[config.mk]
export PLATFORM = sky130hd
export DESIGN_NAME = thermo_vote_sequencer_flat
export DESIGN_NICKNAME = d
export VERILOG_FILES = /design/src/rtl/thermo_vote_sequencer_if.sv /design/src/rtl/thermo_vote_sequencer.sv /design/src/flat_wrapper.sv
export SDC_FILE = /design/constraint.sdc
export NUM_CORES = 1
export LEC_CHECK = 0
export CORE_MARGIN = 5
export CORE_UTILIZATION = 58
export DETAILED_ROUTE_END_ITERATION = 12
export GPL_ROUTABILITY_DRIVEN = 0
export PLACE_DENSITY = 0.8
export SLEW_MARGIN = 20
export SYNTH_ARGS = -nofsm -noshare
export SYNTH_HDL_FRONTEND = slang
export SYNTH_SLANG_ARGS = --single-unit
[constraint.sdc]
create_clock -name clk -period 2.25 [get_ports clk]
set_clock_uncertainty 0.2 [all_clocks]
set_input_delay 0.225 -clock clk [delete_from_list [all_inputs] [get_ports clk]]
set_output_delay 0.225 -clock clk [all_outputs]
set_load 0.005 [all_outputs]
[src/rtl/thermo_vote_sequencer_if.sv]
// ---------------------------------------------------------------------------
// thermo_vote_sequencer_if
// Groups the sample input stream and the vote result stream of the
// thermometer vote sequencer into one bundle.
//
// Signals:
//   in_valid  producer -> sequencer   sample valid
//   in_ready  sequencer -> producer   sample can be accepted this cycle
//   in_data   producer -> sequencer   W-bit thermometer-coded sample
//   out_valid sequencer -> consumer   vote result valid
//   out_ready consumer -> sequencer   consumer accepts result
//   out_data  sequencer -> consumer   W-bit voted thermometer code
//   out_err   sequencer -> consumer   batch contained an illegal sample
//
// Modports:
//   master  the environment side (producer + consumer)
//   slave   the sequencer side
// ---------------------------------------------------------------------------
interface thermo_vote_sequencer_if #(
  parameter int W = 15
);

  logic         in_valid;
  logic         in_ready;
  logic [W-1:0] in_data;
  logic         out_valid;
  logic         out_ready;
  logic [W-1:0] out_data;
  logic         out_err;

  modport master (
    output in_valid, in_data, out_ready,
    input  in_ready, out_valid, out_data, out_err
  );

  modport slave (
    input  in_valid, in_data, out_ready,
    output in_ready, out_valid, out_data, out_err
  );

endinterface

[src/rtl/thermo_vote_sequencer.sv]
// ---------------------------------------------------------------------------
// thermo_vote_sequencer
// Collects four thermometer-coded samples from a valid/ready stream, then
// produces the per-bit threshold vote (bit i is 1 when at least THRESH of
// the four samples have bit i set) and holds it on a valid/ready output
// until the consumer takes it.
//
// Parameters:
//   W       sample width in bits
//   THRESH  minimum number of set bits out of 4 for an output bit to be 1
//   CNT_W   width of the delivered-vote counter
//
// Ports:
//   clk       clock, all state on the rising edge
//   rst_n     asynchronous active-low reset
//   flush     synchronous abort of the current batch / pending result
//   bus       slave side of thermo_vote_sequencer_if (both streams)
//   vote_cnt  results accepted downstream since reset, wraps
//
// Build option:
//   THERMO_CHECK_EN  when defined, every accepted sample is checked for
//                    legal thermometer form (0..01..1) and out_err reports
//                    a sticky per-batch error; when undefined out_err is 0.
// ---------------------------------------------------------------------------
module thermo_vote_sequencer #(
  parameter int W      = 15,
  parameter int THRESH = 3,
  parameter int CNT_W  = 8
) (
  input  logic                  clk,
  input  logic                  rst_n,
  input  logic                  flush,
  thermo_vote_sequencer_if.slave bus,
  output logic [CNT_W-1:0]      vote_cnt
);

  typedef enum logic [1:0] {
    COLLECT = 2'd0,
    VOTE    = 2'd1,
    HOLD    = 2'd2
  } state_e;

  state_e           state_q, state_d;
  logic [1:0]       slotCnt_q, slotCnt_d;
  logic [W-1:0]     slot_q [4];
  logic [W-1:0]     slot_d [4];
  logic [W-1:0]     outData_q, outData_d;
  logic [CNT_W-1:0] voteCnt_q, voteCnt_d;
  logic [W-1:0]     voteBits;
  logic             inReady;
  logic             accept;

  // Ready is gated with rst_n so the producer never sees a ready while the
  // block is held in reset, even though the reset state is COLLECT.
  assign inReady       = rst_n && (state_q == COLLECT);
  assign accept        = bus.in_valid && inReady;
  assign bus.in_ready  = inReady;
  assign bus.out_valid = (state_q == HOLD);
  assign bus.out_data  = outData_q;
  assign vote_cnt      = voteCnt_q;

  // Per-bit tally of the four buffered samples compared against THRESH.
  always_comb begin
    voteBits = '0;
    for (int i = 0; i < W; i++) begin
      logic [2:0] tally;
      tally = {2'b00, slot_q[0][i]} + {2'b00, slot_q[1][i]}
            + {2'b00, slot_q[2][i]} + {2'b00, slot_q[3][i]};
      voteBits[i] = (tally >= 3'(THRESH));
    end
  end

  // Next-state logic. Flush overrides everything: it drops any sample
  // transfer and any result handshake in the same cycle, but leaves the
  // last result and the delivered counter alone.
  always_comb begin
    state_d   = state_q;
    slotCnt_d = slotCnt_q;
    slot_d    = slot_q;
    outData_d = outData_q;
    voteCnt_d = voteCnt_q;
    if (flush) begin
      state_d   = COLLECT;
      slotCnt_d = 2'd0;
    end else begin
      case (state_q)
        COLLECT: begin
          if (accept) begin
            slot_d[slotCnt_q] = bus.in_data;
            slotCnt_d         = slotCnt_q + 2'd1;
            if (slotCnt_q == 2'd3) begin
              slotCnt_d = 2'd0;
              state_d   = VOTE;
            end
          end
        end
        VOTE: begin
          outData_d = voteBits;
          state_d   = HOLD;
        end
        HOLD: begin
          if (bus.out_ready) begin
            voteCnt_d = voteCnt_q + CNT_W'(1);
            state_d   = COLLECT;
          end
        end
        default: begin
          state_d   = COLLECT;
          slotCnt_d = 2'd0;
        end
      endcase
    end
  end

  // State registers; reset returns everything to an empty, idle block.
  always_ff @(posedge clk or negedge rst_n) begin
    if (!rst_n) begin
      state_q   <= COLLECT;
      slotCnt_q <= 2'd0;
      for (int k = 0; k < 4; k++) slot_q[k] <= '0;
      outData_q <= '0;
      voteCnt_q <= '0;
    end else begin
      state_q   <= state_d;
      slotCnt_q <= slotCnt_d;
      for (int k = 0; k < 4; k++) slot_q[k] <= slot_d[k];
      outData_q <= outData_d;
      voteCnt_q <= voteCnt_d;
    end
  end

`ifdef THERMO_CHECK_EN
  logic         errSticky_q, errSticky_d;
  logic         outErr_q, outErr_d;
  logic [W-1:0] dataPlusOne;
  logic         sampleIllegal;

  // A legal thermometer code x has no bit shared with x+1 (all-ones wraps
  // to zero, so it is legal too).
  assign dataPlusOne   = bus.in_data + W'(1);
  assign sampleIllegal = |(bus.in_data & dataPlusOne);
  assign bus.out_err   = outErr_q;

  // Sticky error restarts with the first sample of a batch and is latched
  // into the result alongside the vote.
  always_comb begin
    errSticky_d = errSticky_q;
    outErr_d    = outErr_q;
    if (flush) begin
      errSticky_d = 1'b0;
    end else if (state_q == COLLECT && accept) begin
      errSticky_d = ((slotCnt_q == 2'd0) ? 1'b0 : errSticky_q) | sampleIllegal;
    end else if (state_q == VOTE) begin
      outErr_d = errSticky_q;
    end
  end

  // Error registers share the reset behaviour of the main datapath.
  always_ff @(posedge clk or negedge rst_n) begin
    if (!rst_n) begin
      errSticky_q <= 1'b0;
      outErr_q    <= 1'b0;
    end else begin
      errSticky_q <= errSticky_d;
      outErr_q    <= outErr_d;
    end
  end
`else
  assign bus.out_err = 1'b0;
`endif

endmodule
[src/flat_wrapper.sv]
// flat-port wrapper written by rule: the top's interface ports become plain ports
module thermo_vote_sequencer_flat 
#(
  parameter int W      = 15,
  parameter int THRESH = 3,
  parameter int CNT_W  = 8
)
  (clk, rst_n, flush, vote_cnt, bus_in_valid, bus_in_data, bus_out_ready, bus_in_ready, bus_out_valid, bus_out_data, bus_out_err);
  thermo_vote_sequencer_if #(.W(W)) bus_i ();
  input  logic clk;
  input  logic rst_n;
  input  logic flush;
  output logic [CNT_W-1:0] vote_cnt;
  input wire logic [$bits(bus_i.in_valid)-1:0] bus_in_valid;
  input wire logic [$bits(bus_i.in_data)-1:0] bus_in_data;
  input wire logic [$bits(bus_i.out_ready)-1:0] bus_out_ready;
  output wire logic [$bits(bus_i.in_ready)-1:0] bus_in_ready;
  output wire logic [$bits(bus_i.out_valid)-1:0] bus_out_valid;
  output wire logic [$bits(bus_i.out_data)-1:0] bus_out_data;
  output wire logic [$bits(bus_i.out_err)-1:0] bus_out_err;
  assign bus_i.in_valid = bus_in_valid;
  assign bus_i.in_data = bus_in_data;
  assign bus_i.out_ready = bus_out_ready;
  assign bus_in_ready = bus_i.in_ready;
  assign bus_out_valid = bus_i.out_valid;
  assign bus_out_data = bus_i.out_data;
  assign bus_out_err = bus_i.out_err;
  thermo_vote_sequencer #(.W(W), .THRESH(THRESH), .CNT_W(CNT_W)) u_core (.clk(clk), .rst_n(rst_n), .flush(flush), .bus(bus_i), .vote_cnt(vote_cnt));
endmodule
### Yosys cells after proc, flatten, opt, wreduce, memory -nomap -nowiden

Cells that the tools add are included.

* memory bits (read-only): 0
* memories: 0
* RAM bits: 0
* output and inout bits: 26
* flip-flop bits (word level): 87
* word-level logic and storage cells: 103
* bits in latches: 0

* equality and inequality tests: 7
* multiplexer cells: 12
* divide/modulo/power cells: 0
* $mul: 0
* $add $sub $neg: 47
* shift operators: 0
* magnitude comparators: 17
* reductions and logical operators: 10
* bitwise gates (word level): 2

Operators by type and width (number)
* 3-bit by 1-bit adder with 3-bit output: 30
* 60-bit bitwise mux: 1
* 3-bit by 2-bit >= comparator with 1-bit output (second input constant): 15
* 1-bit by 1-bit adder with 2-bit output: 15
* 15-bit demux with 2-bit select: 1
* 15-bit two-way mux: 1
* 2-bit two-way mux: 7
* 3-bit AND reduction: 3
* 8-bit by 1-bit adder with 8-bit output (second input constant): 1
* 3-bit != test (second input constant): 2
* 2-bit one-hot mux with 3 select lines: 1
* 2-bit == test (second input constant): 2
* 2-bit one-hot mux with 2 select lines: 1
* 2-bit AND reduction: 2
* 3-bit >= comparator (second input constant): 1
* 1-bit logical AND: 3
* 3-bit by 1-bit less-than comparator with 1-bit output (second input constant): 1
* 3-bit by 2-bit != test with 1-bit output (second input constant): 1
* 2-bit NOT with 3-bit output: 1
* 2-bit by 1-bit adder with 2-bit output (second input constant): 1
* 2-bit by 1-bit == test with 1-bit output (second input constant): 1
* 2-bit zero test: 1
* 2-bit by 1-bit != test with 1-bit output (second input constant): 1
* 2-bit OR reduction: 1
* 1-bit NOT: 1

### Logic depth before layout (Yosys ltp)

* depth in word-level cells: 6
* mapped depth: 8

### Worst setup path before layout

OpenSTA, ideal clock, no wires.

* path kind: reg2reg
* start: register u_core.state_q[0]
* end: register u_core.slot_q[12] in the netlist's numbering
* path buffers: 2
* library setup time: 0.125 ns
* slack: 0.363 ns
* arrival: 1.562 ns
* stages on the path, launching flop included: 8
* path through: dfrtp_1 inv_1 ha_1 and4b_1 buf_6 nand2_4 buf_12 mux2_4

* longest elaborated chain between the ends: 4

RTL lines
* start, declared: RTL line thermo_vote_sequencer.sv:43 `state_e state_q, state_d;`
* start signal, assigned: RTL line thermo_vote_sequencer.sv:124 `state_q <= state_d;`
* 2-bit zero test *: RTL line thermo_vote_sequencer.sv:55, thermo_vote_sequencer.sv:86
* 1-bit logical AND: RTL line thermo_vote_sequencer.sv:55 `assign inReady = rst_n && (state_q == COLLECT);`
* 1-bit logical AND: RTL line thermo_vote_sequencer.sv:56 `assign accept = bus.in_valid && inReady;`
* 3-bit AND reduction (no source line) *
* end, declared: RTL line thermo_vote_sequencer.sv:45 `logic [W-1:0] slot_q [4];`

Mark *: on every way between the ends. The rest lies on a longest branch, timed or not.
A chain may end at the register's enable or synchronous reset.

### Worst setup path after layout

* start: register u_core.state_q[0]
* end: output bus_in_ready

* longest elaborated chain between the ends: 2

RTL lines
* 2-bit zero test: RTL line thermo_vote_sequencer.sv:55
* 1-bit logical AND: RTL line thermo_vote_sequencer.sv:55
* end, declared: RTL line flat_wrapper.sv:17 `output wire logic [$bits(bus_i.in_ready)-1:0] bus_in_ready;`

Every way passes these cells.

==> impl_metrics.json <==
{
  "p_total_mw": 3.77,
  "placed_area_sq_um": 5430,
  "rsz0062_at_grt": "false",
  "start_util": 0.599,
  "num_rows": 33,
  "yosysMostFrequentCell": "dfrtp_1",
  "synth_top_area_share": 0.440,
  "final_cells": 556,
  "setup_violations": 0,
  "slowest_stage": "clkdlybuf4s50_1",
  "cp_data_required_time_ps": 1820,
  "fin_util": 0.682,
  "leakage_nw": 2.99,
  "vdd.ir_drop.worst_mv": 0.387,
  "ioPinCount": 46,
  "fin_tns_setup_ps": 0,
  "clock_sinks": 87,
  "holdWs_ps": 97.4,
  "powerDensity_nw_per_um2": 670,
  "num_vias": 2884,
  "period_needed_ps": 2140,
  "synth_area_leaders": "dfrtp_1 44%, ha_1 14%, mux2_4 12%, fa_1 6.1%, inv_1 4.9%",
  "routedWlPerCell_um": 14.8,
  "crit_chain": "inv_1 -> ha_4 -> and2_2 -> clkdlybuf4s50_1",
  "worst_path_dominant_cell_family": "buffers and inverters",
  "maxSlewViolCount": 0,
  "hpwlAfterDp_mm": 5.79,
  "fp.dieH_um": 102,
  "antennaDiodeCount": 0,
  "yosysSeqAreaShare": 0.440,
  "finalNetCount": 535,
  "ys_warn_count": 0,
  "drv_cap": 0,
  "finalHoldViolations": 0,
  "cts_root_buf": "clkbuf_8",
  "path_class": "flip-flop to output port",
  "postSynthAreaPerCell_sq_um": 12.5,
  "drtAntennaViolNets": 0,
  "finalCritPeriodShare": 0.951,
  "critPathCaptureType": "output port",
  "dp_slack_ps": 3.96,
  "grt_max_degree": 84,
  "crit_arrival_ps": 1710,
  "drive_above_1_share": 0.195,
  "synth_edf_count": 0,
  "coreArea_sq_um": 8260,
  "synthFlopType": "dfrtp_1",
  "h-tree-depth": 3,
  "cp-start-kind": "flip-flop",
  "synth_nets": 486,
  "fp.dieW_um": 102,
  "cp_max_fo": 7,
  "syn2layout_area_growth_pct": 13.8,
  "port-buffer-count": 44,
  "reg2regPathDepth": 5,
  "die-area_sq_um": 10500,
  "grt-ovfl-total": 0,
  "place_inst": 539,
  "wirelength_mm": 8.24,
  "grt_pass1_vias": 3199,
  "grt_antenna_before_repair": 0,
  "status": "completed",
  "vias_per_cell": 5.19,
  "hold_path.class": "input pin to asynchronous set/reset pin",
  "fmax_mhz": 468,
  "synth_common_cells": "87 x dfrtp_1, 65 x inv_1, 54 x ha_1",
  "ys_types": 34,
  "drc": 0,
  "netlist_instances": 397,
  "clockBufferDepth": 2,
  "fin_ws_ps": 111,
  "async_flop_share": 1.00,
  "drt_iter0_markers": 65,
  "timing.rr.start": "u_core.state_q[0]",
  "numCtsBuffers": 9,
  "drt_first_pass_iters": 4,
  "yosysTopAreaCell": "dfrtp_1",
  "grtUsageTotal": 0.177,
  "slew_headroom": 0.510,
  "clk_pin_slew_ps": 80,
  "synth_area_sq_um": 4950,
  "r2r_slack_ps": 190,
  "tritoncts": "yes",
  "r2r_end": "u_core.slot_q[12]",
  "fin_area_sq_um": 5630,
  "worst_pin_slew_ps": 735,
  "clk_latency_ps": 340,
  "crit_buf_inv": 2,
  "grt_pass1_wl_mm": 14.6,
  "slowest_delay_ps": 490,
  "ys_ff_latch": 87
}
==> worst reg2reg max path, cell delays in order (launching register included) <==
cell     delay (ps)
dfrtp_1         400
inv_1           160
ha_4            190
and4b_2         390
nand2_4         240
mux2_4          370
==> final cells by class <==
class | instances | area [sq um]
inverters | 65 | 244
multi-input cells | 235 | 2430
repair buffers | 48 | 474
well taps | 105 | 131
fillers | 636 | 2630
clock inverters | 3 | 17.5
clock buffers | 13 | 159
flip-flops and latches | 87 | 2180
==> cells by family (layout without fill, tap and decap cells) <==
family,Yosys count,count (layout),synth area share
simple gates,67,67,0.0744
buf+inv,75,129,0.0723
other cells,1,1,0.000758
fa+ha+maj,69,69,0.197
compound gates,30,30,0.0336
mux,61,61,0.169
xor+xnor,7,7,0.0124
flops,87,87,0.440
==> where the power goes <==
part           switching (mW)  total [mW]  internal [mW]
clock network           0.529       0.989          0.460
registers               0.120        1.87           1.75
logic                   0.415       0.911          0.496
total                    1.06        3.77           2.71
==> worst max-delay path by stage <==
stage                 startpoint           endpoint  slack (ps)  depth (start not counted)
4_1_cts        u_core.state_q[0]  u_core.slot_q[12]           9                          5
5_1_grt        u_core.state_q[0]       bus_in_ready          30                          4
2_1_floorplan  u_core.state_q[0]  u_core.slot_q[12]         360                          7
6_report       u_core.state_q[0]       bus_in_ready         110                          4
3_3_place_gp        bus_in_valid  u_core.slot_q[26]          50                          4
3_5_place_dp        bus_in_valid  u_core.slot_q[27]           4                          4
==> timing repair <==
| action | in CTS | in global routing |
|---|---|---|
| endpoints found under the hold margin | 4 | 0 |
| endpoints found under the setup margin | 0 | 61 |
| gates resized for setup | 0 | 3 |
| setup buffers | 0 | 0 |
| hold buffers | 1 | 0 |
==> per-layer routing <==
layer,part of all wire,up-vias,wire (um),GRT usage
met4,0.013,0,106,0.0474
met3,0.035,8,289,0.0375
met1,0.46,1433,3820,0.231
met5,0,-,0,0
li1,-,1391,-,-
met2,0.49,52,4020,0.301
==> sequential cells by signal, indices dropped and copies added (netlist names) <==
register and count:
u_core.vote_cnt 8, u_core.bus.out_data 15, u_core.state_q 2, u_core.slotCnt_q 2, u_core.slot_q 60
==> cells in the final DEF, fill, tap and decap left out, types with 2 or more instances in the layout <==
cell / instances
dfrtp_1: 87
xnor2_1: 3
xor2_1: 4
clkbuf_1: 2
clkbuf_8: 11
nor2_1: 16
nand2b_1: 3
mux2_4: 40
inv_1: 65
nand4_1: 5
nor3_1: 2
fa_1: 15
clkdlybuf4s50_1: 43
mux2_2: 21
nand2_4: 4
buf_4: 3
clkinv_2: 2
nor3b_1: 8
a21oi_1: 9
o21ai_0: 16
nand2_1: 21
ha_1: 53
Power figures use the tool's default switching activity.
